<file path="src/rtl/sincos_double.sv">
// Angle-to-Cartesian helper: iterative rotation-mode CORDIC on a Q3.10 angle,
// with cos/sin normalized to IEEE-754 doubles.
module sincos_double #(
    parameter int unsigned ITER = 16,
    parameter int unsigned FRAC = 16
) (
    input  logic        clk,
    input  logic        reset,
    input  logic        enable,
    input  logic [12:0] angle,
    output logic [63:0] cos_out,
    output logic [63:0] sin_out,
    output logic        DataReady,
    output logic        busy
);
    localparam int unsigned W   = FRAC + 3;
    localparam int unsigned IW  = (ITER > 1) ? $clog2(ITER) : 1;
    localparam int unsigned SHL = (FRAC >= 10) ? FRAC - 10 : 0;
    localparam int unsigned SHR = (FRAC >= 10) ? 0 : 10 - FRAC;

    // Round a real constant to FRAC fraction bits (real-to-integer casts round to nearest).
    function automatic longint fix(input real r);
        return longint'(r * (2.0 ** FRAC));
    endfunction

    // atan(2^-i) via its Taylor series; i = 0 is pi/4 where the series converges too slowly.
    function automatic longint atan_fix(input int i);
        real x;
        real t;
        real s;
        s = 0.0;
        if (i == 0) begin
            s = 0.7853981633974483;
        end else begin
            x = 1.0 / (2.0 ** i);
            t = x;
            for (int k = 0; k < 60; k++) begin
                s = (k % 2 == 0) ? s + t / real'(2 * k + 1) : s - t / real'(2 * k + 1);
                t = t * x * x;
            end
        end
        return fix(s);
    endfunction

    // Exact fixed-point to double; W <= 53 keeps every magnitude inside the mantissa.
    function automatic logic [63:0] to_double(input logic signed [W-1:0] v);
        logic [W-1:0]  m;
        logic [51:0]   mant;
        logic [63:0]   res;
        int            p;
        res = 64'h0;
        if (v != '0) begin
            m = W'(v[W-1] ? -v : v);
            p = 0;
            for (int b = 0; b < int'(W); b++) begin
                if (m[b]) p = b;
            end
            mant = 52'(53'(m) << (52 - p));
            res  = {v[W-1], 11'(1023 + p - int'(FRAC)), mant};
        end
        return res;
    endfunction

    localparam logic signed [W-1:0] K_F       = W'(fix(0.6072529350));
    localparam logic signed [W-1:0] PI_F      = W'(fix(3.141592653589793));
    localparam logic signed [W-1:0] HALF_PI_F = W'(fix(1.5707963267948966));

    logic signed [W-1:0] atan_lut [ITER];
    for (genvar g = 0; g < int'(ITER); g++) begin : g_lut
        localparam logic signed [W-1:0] ATAN_G = W'(atan_fix(g));
        assign atan_lut[g] = ATAN_G;
    end

    typedef enum logic [1:0] {IDLE, ROTATE, CONVERT} state_t;

    state_t              state;
    logic signed [W-1:0] x, y, z;
    logic [IW-1:0]       i;
    logic                neg;

    logic signed [63:0]  a64;
    logic signed [W-1:0] z_in, z_fold;
    logic                neg_fold;
    logic signed [W-1:0] xs, ys, x_nx, y_nx, z_nx, xc, yc;

    // Angle capture and fold into [-pi/2, pi/2], remembering the half-turn as a sign flip.
    always_comb begin
        a64      = 64'(signed'(angle));
        z_in     = W'((a64 <<< SHL) >>> SHR);
        z_fold   = z_in;
        neg_fold = 1'b0;
        if (z_in > HALF_PI_F) begin
            z_fold   = z_in - PI_F;
            neg_fold = 1'b1;
        end else if (z_in < -HALF_PI_F) begin
            z_fold   = z_in + PI_F;
            neg_fold = 1'b1;
        end
    end

    // One CORDIC micro-rotation, plus the post-fold sign correction.
    always_comb begin
        xs = x >>> i;
        ys = y >>> i;
        if (!z[W-1]) begin
            x_nx = x - ys;
            y_nx = y + xs;
            z_nx = z - atan_lut[i];
        end else begin
            x_nx = x + ys;
            y_nx = y - xs;
            z_nx = z + atan_lut[i];
        end
        xc = neg ? -x : x;
        yc = neg ? -y : y;
    end

    always_ff @(posedge clk or negedge reset) begin
        if (!reset) begin
            state     <= IDLE;
            x         <= '0;
            y         <= '0;
            z         <= '0;
            i         <= '0;
            neg       <= 1'b0;
            cos_out   <= 64'h0;
            sin_out   <= 64'h0;
            DataReady <= 1'b0;
            busy      <= 1'b0;
        end else begin
            DataReady <= 1'b0;
            case (state)
                IDLE: begin
                    if (enable) begin
                        z     <= z_fold;
                        neg   <= neg_fold;
                        x     <= K_F;
                        y     <= '0;
                        i     <= '0;
                        busy  <= 1'b1;
                        state <= ROTATE;
                    end
                end
                ROTATE: begin
                    x <= x_nx;
                    y <= y_nx;
                    z <= z_nx;
                    i <= i + IW'(1);
                    if (i == IW'(ITER - 1)) state <= CONVERT;
                end
                CONVERT: begin
                    cos_out   <= to_double(xc);
                    sin_out   <= to_double(yc);
                    DataReady <= 1'b1;
                    busy      <= 1'b0;
                    state     <= IDLE;
                end
                default: state <= IDLE;
            endcase
        end
    end
endmodule
</file>
<file path="config.mk">
export PLATFORM = sky130hd
export DESIGN_NAME = sincos_double
export DESIGN_NICKNAME = d
export VERILOG_FILES = /design/src/rtl/sincos_double.sv
export SDC_FILE = /design/constraint.sdc
export NUM_CORES = 1
export LEC_CHECK = 0
export CORE_MARGIN = 1.5
export CORE_UTILIZATION = 37
export CTS_BUF_LIST = sky130_fd_sc_hd__clkbuf_2 sky130_fd_sc_hd__clkbuf_4 sky130_fd_sc_hd__clkbuf_8
export DETAILED_ROUTE_END_ITERATION = 10
export PLACE_DENSITY_LB_ADDON = 0.3
export RECOVER_POWER = 100
export SYNTH_ARGS = -nofsm -noshare
export SYNTH_HDL_FRONTEND = slang
export SYNTH_SLANG_ARGS = --single-unit
</file>
<file path="constraint.sdc">
create_clock -name clk -period 7.3 [get_ports clk]
set_input_delay 1.46 -clock clk [delete_from_list [all_inputs] [get_ports clk]]
set_output_delay 1.46 -clock clk [all_outputs]
set_load 0.02 [all_outputs]
</file>
==> results of run 1 <==
-- synth_stat cells, types with 21 or more instances --
cell                         n
sky130_fd_sc_hd__and3_1     21
sky130_fd_sc_hd__ha_1       76
sky130_fd_sc_hd__o31ai_1    27
sky130_fd_sc_hd__mux2i_1    51
sky130_fd_sc_hd__clkbuf_1  112
sky130_fd_sc_hd__nor2_1    155
sky130_fd_sc_hd__a31oi_1    31
sky130_fd_sc_hd__mux2_2     25
sky130_fd_sc_hd__and2_1     87
sky130_fd_sc_hd__a21oi_1   142
sky130_fd_sc_hd__o21ai_0   145
sky130_fd_sc_hd__o211ai_1   31
sky130_fd_sc_hd__inv_1      80
sky130_fd_sc_hd__nor3_1     52
sky130_fd_sc_hd__or3_1      28
sky130_fd_sc_hd__a211oi_1   28
sky130_fd_sc_hd__nand2_1   220
sky130_fd_sc_hd__nand3_1    56
sky130_fd_sc_hd__xnor2_1    87
sky130_fd_sc_hd__dfrtp_1   192
sky130_fd_sc_hd__o22ai_1    22
sky130_fd_sc_hd__xor2_1     71
sky130_fd_sc_hd__mux4_2     51
-- flip-flops by register name, indices dropped and copies added, names as in the netlist --
signal	cells
DataReady	1
cos_out	63
state	2
y	19
i	4
busy	1
x	19
z	19
sin_out	63
neg	1
-- cell usage in the layout (no fill, tap or decap), drive strengths merged, types with 20 or more instances in the layout --
cell type / instances
nand2: 222
dfrtp: 192
o21ai: 164
nor2: 157
a21oi: 143
dlygate4sd3: 132
inv: 93
xnor2: 90
and2: 87
ha: 76
xor2: 74
nor3: 58
nand3: 56
mux2i: 51
mux4: 51
o211ai: 31
a31oi: 31
or3: 29
buf: 29
a211oi: 28
o31ai: 28
mux2: 25
clkbuf: 25
o22ai: 24
and3: 21
nor4: 20
-- worst max-delay path: stages (launching register included) --
cell,delay (ps)
sky130_fd_sc_hd__dfrtp_1,380
sky130_fd_sc_hd__buf_4,190
sky130_fd_sc_hd__inv_1,200
sky130_fd_sc_hd__ha_1,510
sky130_fd_sc_hd__nand2b_1,310
sky130_fd_sc_hd__nor3_1,460
sky130_fd_sc_hd__a21boi_0,370
sky130_fd_sc_hd__nor2_1,490
sky130_fd_sc_hd__buf_4,310
sky130_fd_sc_hd__o21ai_0,150
sky130_fd_sc_hd__a221oi_1,340
sky130_fd_sc_hd__a211oi_1,130
sky130_fd_sc_hd__o311a_1,500
sky130_fd_sc_hd__nor2_8,260
sky130_fd_sc_hd__inv_4,130
sky130_fd_sc_hd__ha_1,410
sky130_fd_sc_hd__inv_1,350
sky130_fd_sc_hd__mux4_2,580
sky130_fd_sc_hd__a211o_1,240
sky130_fd_sc_hd__o2111a_1,120
sky130_fd_sc_hd__o21ai_0,140
-- metal layers --
metal | global-route usage | share of wire | up-vias
li1 | - | - | 8297
met1 | 0.2846 | 0.44 | 8391
met2 | 0.3570 | 0.47 | 577
met3 | 0.03175 | 0.058 | 106
met4 | 0.08688 | 0.030 | 0
met5 | 0 | 0 | -
-- logic make-up after synthesis --
| kind of cell | share of synthesized area |
|---|---|
| AND/OR/NAND/NOR | 0.2038 |
| AO/OA/AOI/OAI | 0.2447 |
| buffers and inverters | 0.05349 |
| flip-flops | 0.2590 |
| XOR/XNOR | 0.07987 |
| multiplexers | 0.1046 |
| adder cells (fa/ha/maj) | 0.05450 |
-- stage by stage --
| stage | std cells | utilization | cell area (um2) |
|---|---|---|---|
| 6_report | 2941 | 0.4224 | 20810 |
| 5_1_grt | 2941 | 0.4224 | 20810 |
| 4_1_cts | 2940 | 0.4236 | 20870 |
| 3_5_place_dp | 2908 | 0.4153 | 20450 |
| 3_3_place_gp | 2908 | 0.4153 | 20450 |
| 2_1_floorplan | 2223 | - | 18550 |
-- final cells by class --
cell class | count | area share
Clock inverter | 15 | 0.008479
Tap cell | 664 | 0.03993
Inverter | 85 | 0.01545
Clock buffer | 17 | 0.01125
Sequential cell | 192 | 0.2310
Multi-Input combinational cell | 1787 | 0.6127
Timing Repair Buffer | 181 | 0.08118
-- how the worst max path moves through the flow --
stage,start,end
final,x[0],cos_out[48]
after floorplan,i[0],y[18]
after CTS,x[0],cos_out[44]
after global placement,x[0],cos_out[44]
after detailed placement,x[0],cos_out[44]
after global routing,x[0],cos_out[48]
==> results.txt, run 1 <==
----------------------------------------------------
[Run status]
  Status ... finished with violations
  Failing checks ... max-capacitance violations, max-slew violations

[Logic synthesis]
  Synth Register Bits ... roughly 190
  Top_reg_cell synth ... sky130_fd_sc_hd__dfrtp_1
  Async set-reset flop share out of synthesis ... 1.000
  Post-synth EDFFs ... 0
  Top cell type by total area after synthesis ... sky130_fd_sc_hd__dfrtp_1
  Post-Syn Instances ... 2,223
  Mean area per synthesized cell ... 8.344 um2
  Post-Syn Area ... 18,550 um2
  Mapped Nets ... ~2,300
  Count of synthesis-stage warnings from yosys ... 0
  Portion of synthesized cell area occupied by the leading cell type ... 0.2590
  Distinct cells, synth ... 110
  Cell types with the largest area share after synthesis ... sky130_fd_sc_hd__dfrtp_1, sky130_fd_sc_hd__mux4_2, sky130_fd_sc_hd__ha_1
  Sequential area share after synthesis ... 0.2590

[STA]
  Unrepaired setup endpoints after global routing ... false
  Achievable clock frequency ... around 0.15 GHz
  Final period demand of the worst path ... between 6000 and 7000 ps
  Final hold slack ... ~480 ps
  Number of setup violations in the final report ... 0
  Final count of hold timing violations ... 0
  Transition time at the pin with the least slew margin ... 3435 ps
  Summed negative setup slack over all endpoints ... 0 ps
  Setup slack of the critical path after layout ... between 600 and 700 ps
  Worst-case headroom to the max-slew limit ... -1.290
  Final period util ... 0.9094
  Number of max-slew violations in the final report ... about 370
  Setup clock skew after layout ... 20.99 ps

[CTS]
  Clock buffer depth ... 2
  CTS tree ... yes
  H-tree levels ... 4
  Count of cells resized by post-cts repair ... 0
  Number of buffers added for setup after CTS ... 0
  Total of hold buffers inserted after clock tree synthesis ... 0
  Clock tree sinks ... roughly 190
  Clock root buffer ... sky130_fd_sc_hd__clkbuf_8
  CTS Buf Count ... 17
  Clock slew seen by the registers of the worst setup and hold paths ... roughly 110 ps
  Later-pin clock latency in the skew report ... around 550 ps

[Floorplan]
  Total Die Area ... roughly 51,000 um2
  Chip width ... about 230 um
  Row count ... 81
  I/O pins ... between 100 and 150
  Effective utilization at floorplan ... 0.3766
  Core footprint ... a little under 50,000 um2
  Die H ... 226.9 um

[Final layout]
  Area used by sequential logic in the layout ... slightly below 5000 um2
  Fill cell instance count of the final layout ... around 5,000
  Post-layout net count ... around 2,400
  Area of the multi-input gates ... 12,750 um2
  Fraction of final layout cells with drive strength greater than 1 ... 0.09091
  Area delta synth->final ... 12.17%
  Diode insertion count for antenna repair ... 0

[Critical path]
  Classification of the worst setup path ... register to register
  Maximum fanout along the worst path ... 19
  Data arrival, critical path ... about 7100 ps
  Worst flop-to-flop path endpoint ... cos_out[48]
  Number of cells on the worst reg-to-reg path ... 20
  Critical path required time ... 7770 ps
  CP startpoint kind ... register
  Setup slack, reg-to-reg ... roughly 660 ps
  RR Startpoint ... x[0]
  Endpoint type of the worst setup path ... register

[Hold path]
  Worst Hold End ... cos_out[59]
  Cell depth of the worst min-delay path ... 1
  Hold Path Origin ... cos_out[59]
  Hold WC Path Type ... register to register

[GRT]
  Antenna violations before repair ... 1
  Global-route wire length before repair ... 89,470 um
  Number of global-route vias before repair ... roughly 17,000
  Combined global-route utilization of all metal layers ... 0.2167
  Maximum number of pins on one net before global-route repair ... approximately 100
  GRT Residual Overflow ... 0

[Routing]
  Routed via count ... around 17,000
  Via/cell ratio ... ~6
  ANT nets after route ... 0
  Total Routed Length ... roughly 56,000 um
  DRC violation total after the first TritonRoute iteration ... about 1,500
  Avg WL per Cell ... around 19 um
  Number of optimization iterations in the first detailed-route pass ... 6
  Post-detailed-route DRC marker count ... 0

[Placed design]
  Sum of net half-perimeters after detailed placement ... 41,340 um
  Global placement routability congestion ... about 0.95
  Pre-CTS setup slack ... 989.0 ps
  Number of buffer cells added on primary ports ... 145

[Flow run]
  Max Cap Viol ... 6

----------------------------------------------------
Power of run 1 is not shown: default switching activity piles up to over one toggle a cycle in this logic, so the estimate is an artifact.
==> run 2, diff against run 1 <==
--- a/config.mk
+++ b/config.mk
@@ -5,7 +5,6 @@
 export SDC_FILE = /design/constraint.sdc
 export NUM_CORES = 1
 export LEC_CHECK = 0
-export CORE_MARGIN = 1.5
 export CORE_UTILIZATION = 37
 export CTS_BUF_LIST = sky130_fd_sc_hd__clkbuf_2 sky130_fd_sc_hd__clkbuf_4 sky130_fd_sc_hd__clkbuf_8
 export DETAILED_ROUTE_END_ITERATION = 10
==> results.txt, run 2 (same netlist as run 1, synthesis figures left out) <==
----------------------------------------------------
[Final layout]
  Most common library cell in the layout ignoring fill and taps ... sky130_fd_sc_hd__nand2_1
  Most frequent cells in the layout ... sky130_fd_sc_hd__nand2_1, sky130_fd_sc_hd__dfrtp_1, sky130_fd_sc_hd__nor2_1
  Area used by sequential logic in the layout ... 4807 um2
  Diode insertion count for antenna repair ... 0
  Post-layout net count ... roughly 2,400
  Fraction of final layout cells with drive strength greater than 1 ... 0.08811
  Final cell utilization of the core ... 0.4236
  Largest registers ... cos_out x63, sin_out x63
  Area of the multi-input gates ... 12,750 um2
  Area delta synth->final ... 12.26%
  Fill cell instance count of the final layout ... ~4,900

[GRT]
  Number of global-route vias before repair ... ~17,000
  Global-route wire length before repair ... ~90,000 um
  Maximum number of pins on one net before global-route repair ... around 110
  Combined global-route utilization of all metal layers ... 0.2153
  Antenna violations before repair ... 0
  GRT Residual Overflow ... 0

[Placed design]
  Global placement routability congestion ... approximately 0.96
  Sum of net half-perimeters after detailed placement ... approximately 41,000 um
  Number of buffer cells added on primary ports ... 145

[STA]
  Final hold slack ... ~480 ps
  Setup clock skew after layout ... approximately 28 ps
  Transition time at the pin with the least slew margin ... approximately 4300 ps
  Final count of hold timing violations ... 0
  Final period demand of the worst path ... 6690 ps
  Unrepaired setup endpoints after global routing ... false
  Achievable clock frequency ... 0.1495 GHz
  Number of max-slew violations in the final report ... 252
  Summed negative setup slack over all endpoints ... 0 ps
  Number of setup violations in the final report ... 0
  Worst-case headroom to the max-slew limit ... -1.833
  Final period util ... 0.9164

[Critical path]
  Endpoint type of the worst setup path ... register
  Worst path max stage delay ... just over 600 ps
  Buf+Inv Stages, Crit Path ... 3
  CP startpoint kind ... register
  Setup slack, reg-to-reg ... 610 ps
  Data arrival, critical path ... 7130 ps
  Classification of the worst setup path ... register to register
  Library cell appearing most often on the critical path ... sky130_fd_sc_hd__ha_1
  Maximum fanout along the worst path ... 14
  Worst-path cell chain ... inv_1, ha_1, or4_1, or4b_1, a311o_1, nor3_2, a2111oi_0, nor3_1, a211oi_1, o311a_4, nor2_8, inv_4, ha_1, clkbuf_1, mux4_2, mux2_1, a22oi_1, o21ai_0
  Cell family contributing the most delay on the critical path ... simple AND/OR/NAND/NOR gates
  Critical path required time ... about 7700 ps
  Critical path's slowest cell ... sky130_fd_sc_hd__dfrtp_1

[Routing]
  Number of optimization iterations in the first detailed-route pass ... 6
  Post-detailed-route DRC marker count ... 0
  Via/cell ratio ... between 5 and 6
  ANT nets after route ... 0
  Routed via count ... approximately 17,000
  DRC violation total after the first TritonRoute iteration ... around 1,300
  Avg WL per Cell ... approximately 19 um
  Total Routed Length ... between 50,000 and 60,000 um

[CTS]
  Clock root buffer ... sky130_fd_sc_hd__clkbuf_8
  Clock slew seen by the registers of the worst setup and hold paths ... between 100 and 150 ps
  CTS tree ... yes
  H-tree levels ... 4
  CTS Buf Count ... 17
  Count of cells resized by post-cts repair ... 0
  Later-pin clock latency in the skew report ... about 560 ps
  Clock tree sinks ... approximately 190
  Clock buffer depth ... 2
  Total of hold buffers inserted after clock tree synthesis ... 0
  Number of buffers added for setup after CTS ... 0

[Floorplan]
  Chip width ... around 230 um
  Die H ... 225.9 um
  I/O pins ... around 150
  Core footprint ... between 40,000 and 50,000 um2
  Row count ... 81
  Total Die Area ... a little over 50,000 um2
  Effective utilization at floorplan ... 0.3774

[Run status]
  Status ... finished with violations
  Failing checks ... max-capacitance violations, max-slew violations

[Hold path]
  Hold WC Path Type ... register to register

[Flow run]
  Max Cap Viol ... 4

----------------------------------------------------
## run 2: changes by cell type in the layout (fill, tap and decap cells not counted), moves of 2 or more
cell                       before  now
sky130_fd_sc_hd__buf_4         28   23
sky130_fd_sc_hd__inv_8          5    2
sky130_fd_sc_hd__and2_0        46   44
sky130_fd_sc_hd__and2_1        41   43
sky130_fd_sc_hd__clkinv_8       4    6
sky130_fd_sc_hd__inv_12         1    3
sky130_fd_sc_hd__o21ai_1       12   10
## run 2: stage by stage
step | cells | worst slack [ps] | instance area [um2]
6_report | 2934 | 610.0 | 20820
5_1_grt | 2934 | 80.01 | 20820
4_1_cts | 2934 | 665.2 | 20870
3_5_place_dp | 2902 | 705.9 | 20410
3_3_place_gp | 2902 | 845.5 | 20410
2_1_floorplan | 2223 | 1346 | 18550
## run 2: area by class of cell
cell class | count | area share
clock buffers | 17 | 0.01124
flip-flops and latches | 192 | 0.2309
inverters | 85 | 0.01544
multi-input cells | 1787 | 0.6124
repair buffers | 174 | 0.07932
well taps | 664 | 0.03990
clock inverters | 15 | 0.01082
## run 2: path summary, 6_finish.rpt
kind                              from     endpoint  depth (start not counted)
min in group asynchronous        reset   cos_out[9]                          1
setup / recovery                  x[1]  cos_out[42]                         18
setup reg to reg                  x[1]  cos_out[42]                         18
hold reg to reg            cos_out[59]  cos_out[59]                          1
max in group asynchronous        reset  sin_out[27]                          2
hold / removal             cos_out[59]  cos_out[59]                          1
## run 2: routing by layer
| metal | GRT usage | routed length (um) | vias up | part of all wire |
|---|---|---|---|---|
| li1 | - | - | 8279 | - |
| met1 | 0.2828 | 24990 | 8429 | 0.46 |
| met2 | 0.3637 | 26230 | 528 | 0.48 |
| met3 | 0.02771 | 2621 | 67 | 0.048 |
| met4 | 0.07044 | 1074 | 0 | 0.020 |
| met5 | 0 | 0 | - | 0 |
## run 2: worst reg2reg max path: cells and delay by family, from the launching register on
| family | cells | cell delay [ps] |
|---|---|---|
| AND/OR/NAND/NOR | 5 | 1870 |
| adder cells (fa/ha/maj) | 2 | 930 |
| flip-flops | 1 | 610 |
| multiplexers | 2 | 950 |
| buffers and inverters | 3 | 740 |
| AO/OA/AOI/OAI | 6 | 1460 |
Power of run 2 is left out for the same reason.
